[src/rtl/uart_tx_arbiter_if.sv]
// uart_tx_arbiter_if: requester bus plus UART TX FIFO write port shared through uart_tx_arbiter.
interface uart_tx_arbiter_if #(
    parameter int NUM_REQ = 4,
    parameter int LEN_W   = 4
);
    logic [NUM_REQ-1:0]       req;
    logic [NUM_REQ*LEN_W-1:0] req_len;
    logic [NUM_REQ-1:0]       req_valid;
    logic [NUM_REQ*8-1:0]     req_data;
    logic [NUM_REQ-1:0]       req_ready;
    logic [NUM_REQ-1:0]       grant;
    logic                     uart_can_receive;
    logic                     uart_wr_en;
    logic [7:0]               uart_d_in;
    logic                     busy;
    logic                     done;
    logic                     err;
    modport master (
        output req, req_len, req_valid, req_data, uart_can_receive,
        input  req_ready, grant, uart_wr_en, uart_d_in, busy, done, err
    );
    modport slave (
        input  req, req_len, req_valid, req_data, uart_can_receive,
        output req_ready, grant, uart_wr_en, uart_d_in, busy, done, err
    );
endinterface

[src/rtl/uart_tx_arbiter.sv]
// uart_tx_arbiter: round-robin burst arbiter sharing one UART TX FIFO write port,
// with an idle-timeout abort for stalled owners.
module uart_tx_arbiter #(
    parameter int NUM_REQ = 4,
    parameter int LEN_W   = 4,
    parameter int TIMEOUT = 64
) (
    input logic              clk,
    input logic              rst,
    uart_tx_arbiter_if.slave bus
);
    localparam int IW = (NUM_REQ > 1) ? $clog2(NUM_REQ) : 1;
    localparam int TW = $clog2(TIMEOUT + 1);
    localparam logic [LEN_W:0] CNT_LAST = 1;
    localparam logic [TW-1:0] TO_LAST = TW'(TIMEOUT - 1);
    typedef enum logic {IDLE, XFER} state_t;
    state_t state;
    logic [IW-1:0] own, last, sel;
    logic [NUM_REQ-1:0] grant;
    logic [LEN_W:0] cnt;
    logic [TW-1:0] tcnt;
    logic [LEN_W-1:0] len_sel;
    logic [7:0] dat;
    logic busy, done, err, vld, xfer, fin;
    // Second pass overrides the first, so owners above last win before wrapping.
    always_comb begin
        sel = '0;
        len_sel = '0;
        vld = 1'b0;
        dat = '0;
        for (int i = NUM_REQ - 1; i >= 0; i--)
            if (bus.req[i] && i <= int'(last)) sel = IW'(i);
        for (int i = NUM_REQ - 1; i >= 0; i--)
            if (bus.req[i] && i > int'(last)) sel = IW'(i);
        for (int i = 0; i < NUM_REQ; i++) begin
            if (IW'(i) == sel) len_sel = bus.req_len[i*LEN_W +: LEN_W];
            if (IW'(i) == own) begin
                vld = bus.req_valid[i];
                dat = bus.req_data[i*8 +: 8];
            end
        end
    end
    assign xfer = busy && vld && bus.uart_can_receive;
    assign fin = (xfer && cnt == CNT_LAST) || (!vld && tcnt == TO_LAST);
    always_ff @(posedge clk or posedge rst) begin
        if (rst) begin
            state <= IDLE;
            own <= '0;
            last <= IW'(NUM_REQ - 1);
            grant <= '0;
            cnt <= '0;
            tcnt <= '0;
            busy <= 1'b0;
            done <= 1'b0;
            err <= 1'b0;
        end else begin
            done <= 1'b0;
            err <= 1'b0;
            if (state == IDLE) begin
                if (|bus.req) begin
                    state <= XFER;
                    own <= sel;
                    grant <= NUM_REQ'(1) << sel;
                    cnt <= {1'b0, len_sel} + 1'b1;
                    tcnt <= '0;
                    busy <= 1'b1;
                end
            end else begin
                if (xfer) cnt <= cnt - 1'b1;
                tcnt <= xfer ? '0 : (vld ? tcnt : tcnt + 1'b1);
                if (fin) begin
                    done <= xfer;
                    err <= !vld;
                    state <= IDLE;
                    last <= own;
                    grant <= '0;
                    busy <= 1'b0;
                end
            end
        end
    end
    assign bus.grant = grant;
    assign bus.busy = busy;
    assign bus.done = done;
    assign bus.err = err;
    assign bus.req_ready = grant & {NUM_REQ{bus.uart_can_receive}};
    assign bus.uart_wr_en = xfer;
    assign bus.uart_d_in = busy ? dat : 8'h00;
endmodule

[src/flat_wrapper.sv]
// flat-port wrapper written by rule: the top's interface ports become plain ports
module uart_tx_arbiter_flat 
#(
    parameter int NUM_REQ = 4,
    parameter int LEN_W   = 4,
    parameter int TIMEOUT = 64
)
  (clk, rst, bus_req, bus_req_len, bus_req_valid, bus_req_data, bus_uart_can_receive, bus_req_ready, bus_grant, bus_uart_wr_en, bus_uart_d_in, bus_busy, bus_done, bus_err);
  uart_tx_arbiter_if #(.NUM_REQ(NUM_REQ), .LEN_W(LEN_W)) bus_i ();
  input logic clk;
  input logic rst;
  input wire logic [$bits(bus_i.req)-1:0] bus_req;
  input wire logic [$bits(bus_i.req_len)-1:0] bus_req_len;
  input wire logic [$bits(bus_i.req_valid)-1:0] bus_req_valid;
  input wire logic [$bits(bus_i.req_data)-1:0] bus_req_data;
  input wire logic [$bits(bus_i.uart_can_receive)-1:0] bus_uart_can_receive;
  output wire logic [$bits(bus_i.req_ready)-1:0] bus_req_ready;
  output wire logic [$bits(bus_i.grant)-1:0] bus_grant;
  output wire logic [$bits(bus_i.uart_wr_en)-1:0] bus_uart_wr_en;
  output wire logic [$bits(bus_i.uart_d_in)-1:0] bus_uart_d_in;
  output wire logic [$bits(bus_i.busy)-1:0] bus_busy;
  output wire logic [$bits(bus_i.done)-1:0] bus_done;
  output wire logic [$bits(bus_i.err)-1:0] bus_err;
  assign bus_i.req = bus_req;
  assign bus_i.req_len = bus_req_len;
  assign bus_i.req_valid = bus_req_valid;
  assign bus_i.req_data = bus_req_data;
  assign bus_i.uart_can_receive = bus_uart_can_receive;
  assign bus_req_ready = bus_i.req_ready;
  assign bus_grant = bus_i.grant;
  assign bus_uart_wr_en = bus_i.uart_wr_en;
  assign bus_uart_d_in = bus_i.uart_d_in;
  assign bus_busy = bus_i.busy;
  assign bus_done = bus_i.done;
  assign bus_err = bus_i.err;
  uart_tx_arbiter #(.NUM_REQ(NUM_REQ), .LEN_W(LEN_W), .TIMEOUT(TIMEOUT)) u_core (.clk(clk), .rst(rst), .bus(bus_i));
endmodule
[config.mk]
export PLATFORM = sky130hd
export DESIGN_NAME = uart_tx_arbiter_flat
export DESIGN_NICKNAME = d
export VERILOG_FILES = /design/src/rtl/uart_tx_arbiter_if.sv /design/src/rtl/uart_tx_arbiter.sv /design/src/flat_wrapper.sv
export SDC_FILE = /design/constraint.sdc
export NUM_CORES = 1
export LEC_CHECK = 0
export ABC_CLOCK_PERIOD_IN_PS = 4700
export CAP_MARGIN = 20
export CORE_MARGIN = 2
export CORE_UTILIZATION = 45
export DETAILED_ROUTE_END_ITERATION = 10
export GPL_TIMING_DRIVEN = 1
export PLACE_DENSITY = 0.84
export SLEW_MARGIN = 20
export SYNTH_ARGS = -nofsm -noshare
export SYNTH_HDL_FRONTEND = slang
export SYNTH_SLANG_ARGS = --single-unit
[constraint.sdc]
create_clock -name clk -period 4.7 [get_ports clk]
set_clock_uncertainty 0.1 [all_clocks]
set_input_delay 1.41 -clock clk [delete_from_list [all_inputs] [get_ports clk]]
set_output_delay 1.41 -clock clk [all_outputs]
set_load 0.02 [all_outputs]
==> reports/metrics.yaml <==
numCtsBuffers: 3
ctsHtreeMaxLevel: 1
grt_start_max_net_pins: 25
wl_met3_um: 224
cts_tree: "yes"
rr_worst_depth: 4
start_kind: "primary input"
ios: 79
startpoint: "bus_req_valid[0]"
synthTopCellsByCount: "dfrtp_1 (22), nand2_1 (19), o21ai_0 (14)"
area_growth_syn_to_layout_pct: 45.8
die-area_sq_mm: 0.00474
hold_buffers: 0
yosysSeqAreaShare: 0.318
synth_cell_types: 55
wl_met2_um: 2430
place_congestion: 0.813
highest_layer: "met4"
drtIter0Drc: 104
clk_pin_slew_ps: 80
tns_ps: 0
wl_per_cell_um: 14.9
hold_viol_final: 0
netlist.area_leader.share: 0.291
min_path_type: "register to register"
setup_viol: 0
drc: 0
fin_nets: 344
gr-usage-all-layers: 0.207
crit_type: "primary input to output pin"
met1Wirelength_um: 2170
cpMaxStageDelayCell: "clkdlybuf4s50_1"
post_cts_resize_count: 0
worst_pin_slew_ps: 906
num_vias: 1806
cp_max_fo: 5
grt_pass1_wl_um: 7520
die_w_um: 68.9
r2r-start: "u_core.own[0]$_DFFE_PP0P_"
crit_buf_inv: 3
critPathTopFamily: "buffers and inverters"
synth_most_common_cell: "dfrtp_1"
hpwl_um: 3960
hold-path-cell-count: 1
antenna_left: 0
antenna_found_initial: 0
crit_arrival_ps: 3130
final-seq-area_sq_um: 603
setup_slack_ps: 59.2
wirelength_um: 4920
power_density_mw_per_mm2: 490
finalMaxSlewViolations: 0
post-cts-setup-buffers: 0
ir_drop_mv: 0.195
maxCapViolCount: 0
period_share: 0.987
synth_cells: 207
netlist_area_sq_mm: 0.00189
ys_seq_elements: 24
clk_path_buf_depth: 2
crit_chain: "clkdlybuf4s50_1 -> mux4_2 -> nand2_1 -> inv_1 -> clkdlybuf4s50_1"
crit_top_cell: "clkdlybuf4s50_1"
crit_path_end_kind: "output pin"
fmax_ghz: 0.215
core_sq_mm: 0.00403
overflow: 0
grt_pass1_vias: 1624
antenna_cells: 0
multi_input_area_sq_mm: 0.00118
start_util: 0.470
p_leak_nw: 1.12
avgSynthCellArea_sq_um: 9.15
viasPerCell: 5.47
slowest_delay_ps: 550
min_from: "u_core.tcnt[6]$_DFFE_PP0P_"
synth-async-reset-ratio: 1.00
firstDrtPassIters: 4
period_minus_slack_ps: 4640
portBuffers: 78
outcome: "finished clean"
insertion_delay_ps: 270
synth_edf_count: 0
synth_nets: 270
cp.depth: 5
die-height_um: 68.9
num_rows: 23
rsz0062_at_grt: "no"
critPathRequiredTime_ps: 3190
final.fill_count: 334
synth_warnings: 0
synth_flop_cell: "dfrtp_1"
root_buffer: "clkbuf_8"
relSlewSlack: 0.395
pre_cts_ws_ps: 75.2
cts_sinks: 24
ys_top_cells_by_area: "dfrtp_1 (29%), mux4_2 (11%), and2_1 (4.3%), nand2_1 (3.8%), o21ai_0 (3.7%)"
yosys.area.top_type: "dfrtp_1"
drive_above_1_share: 0.107
## cell usage in the layout, fill, tap and decap left out, drive strengths merged, types with 3 or more instances in the layout
cell / n
clkdlybuf4s50: 78
dfrtp: 22
nand2: 19
o21ai: 15
and2: 15
nor2: 11
inv: 11
nand3: 10
a21oi: 9
mux4: 9
nand2b: 4
a21o: 4
xnor2: 4
o22ai: 4
ha: 4
nor3: 4
nor2b: 3
clkbuf: 3
buf: 3
o211ai: 3
o221a: 3
## layout make-up
type                    instances  share of cell area
clock buffers                   3              0.0149
clock inverters                 1              0.0109
inverters                      11              0.0149
multi-input cells             160               0.428
flip-flops and latches         24               0.218
well taps                      50              0.0226
repair buffers                 81               0.291
## logic make-up (layout without fill, tap and decap cells)
kind of cell    after synthesis  after routing  synth area share
compound gates               59             59             0.217
xor+xnor                      6              6            0.0277
fa+ha+maj                     4              4            0.0264
buf+inv                      23             96            0.0581
flops                        24             24             0.318
mux                          13             13             0.129
simple gates                 78             78             0.223
## metal layers
metal | vias to the layer above | track usage
met1 | 836 | 0.294
met5 | - | 0
met4 | 0 | 0.0711
met2 | 57 | 0.329
met3 | 9 | 0.0211
li1 | 904 | -
## stage by stage
| step | power [mW] | hold slack [ps] | util | instance area (sq um) | instances |
|---|---|---|---|---|---|
| after floorplan | 0.900 | 339 | - | 1890 | 207 |
| after global placement | 1.16 | 364 | 0.668 | 2690 | 326 |
| after detailed placement | 1.18 | 367 | 0.668 | 2690 | 326 |
| after CTS | 1.36 | 382 | 0.686 | 2760 | 330 |
| after global routing | 1.46 | 416 | 0.686 | 2760 | 330 |
| final | 1.35 | 393 | 0.686 | 2760 | 330 |
## registers in the layout (all words and copies together) (netlist names)
| signal | cells |
|---|---|
| u_core.bus.busy | 1 |
| u_core.bus.done | 1 |
| u_core.bus.err | 1 |
| u_core.bus.grant | 4 |
| u_core.cnt | 5 |
| u_core.last | 2 |
| u_core.own | 2 |
| u_core.state | 1 |
| u_core.tcnt | 7 |
## final timing paths
kind / endpoint / slack [ps]
min in group asynchronous: u_core.bus.done$_DFF_PP0_ / 1540
min: u_core.bus.err$_DFF_PP0_ / 390
min reg2reg: u_core.bus.err$_DFF_PP0_ / 390
max in group asynchronous: u_core.bus.err$_DFF_PP0_ / 2410
max: bus_uart_wr_en / 60
max reg2reg: u_core.tcnt[3]$_DFFE_PP0P_ / 2190
## worst register-to-register path, cell delays in order, from the launching register on
cell and delay [ps]:
dfrtp_1 720, mux4_2 650, a31o_1 360, or4_1 540, nand2_1 80
## report_power, final
part,switching [mW],internal [mW]
Clock,0.0681,0.114
Combinational,0.358,0.422
Sequential,0.115,0.277
Total,0.541,0.813
No activity file was read; power rests on OpenSTA's default activity.
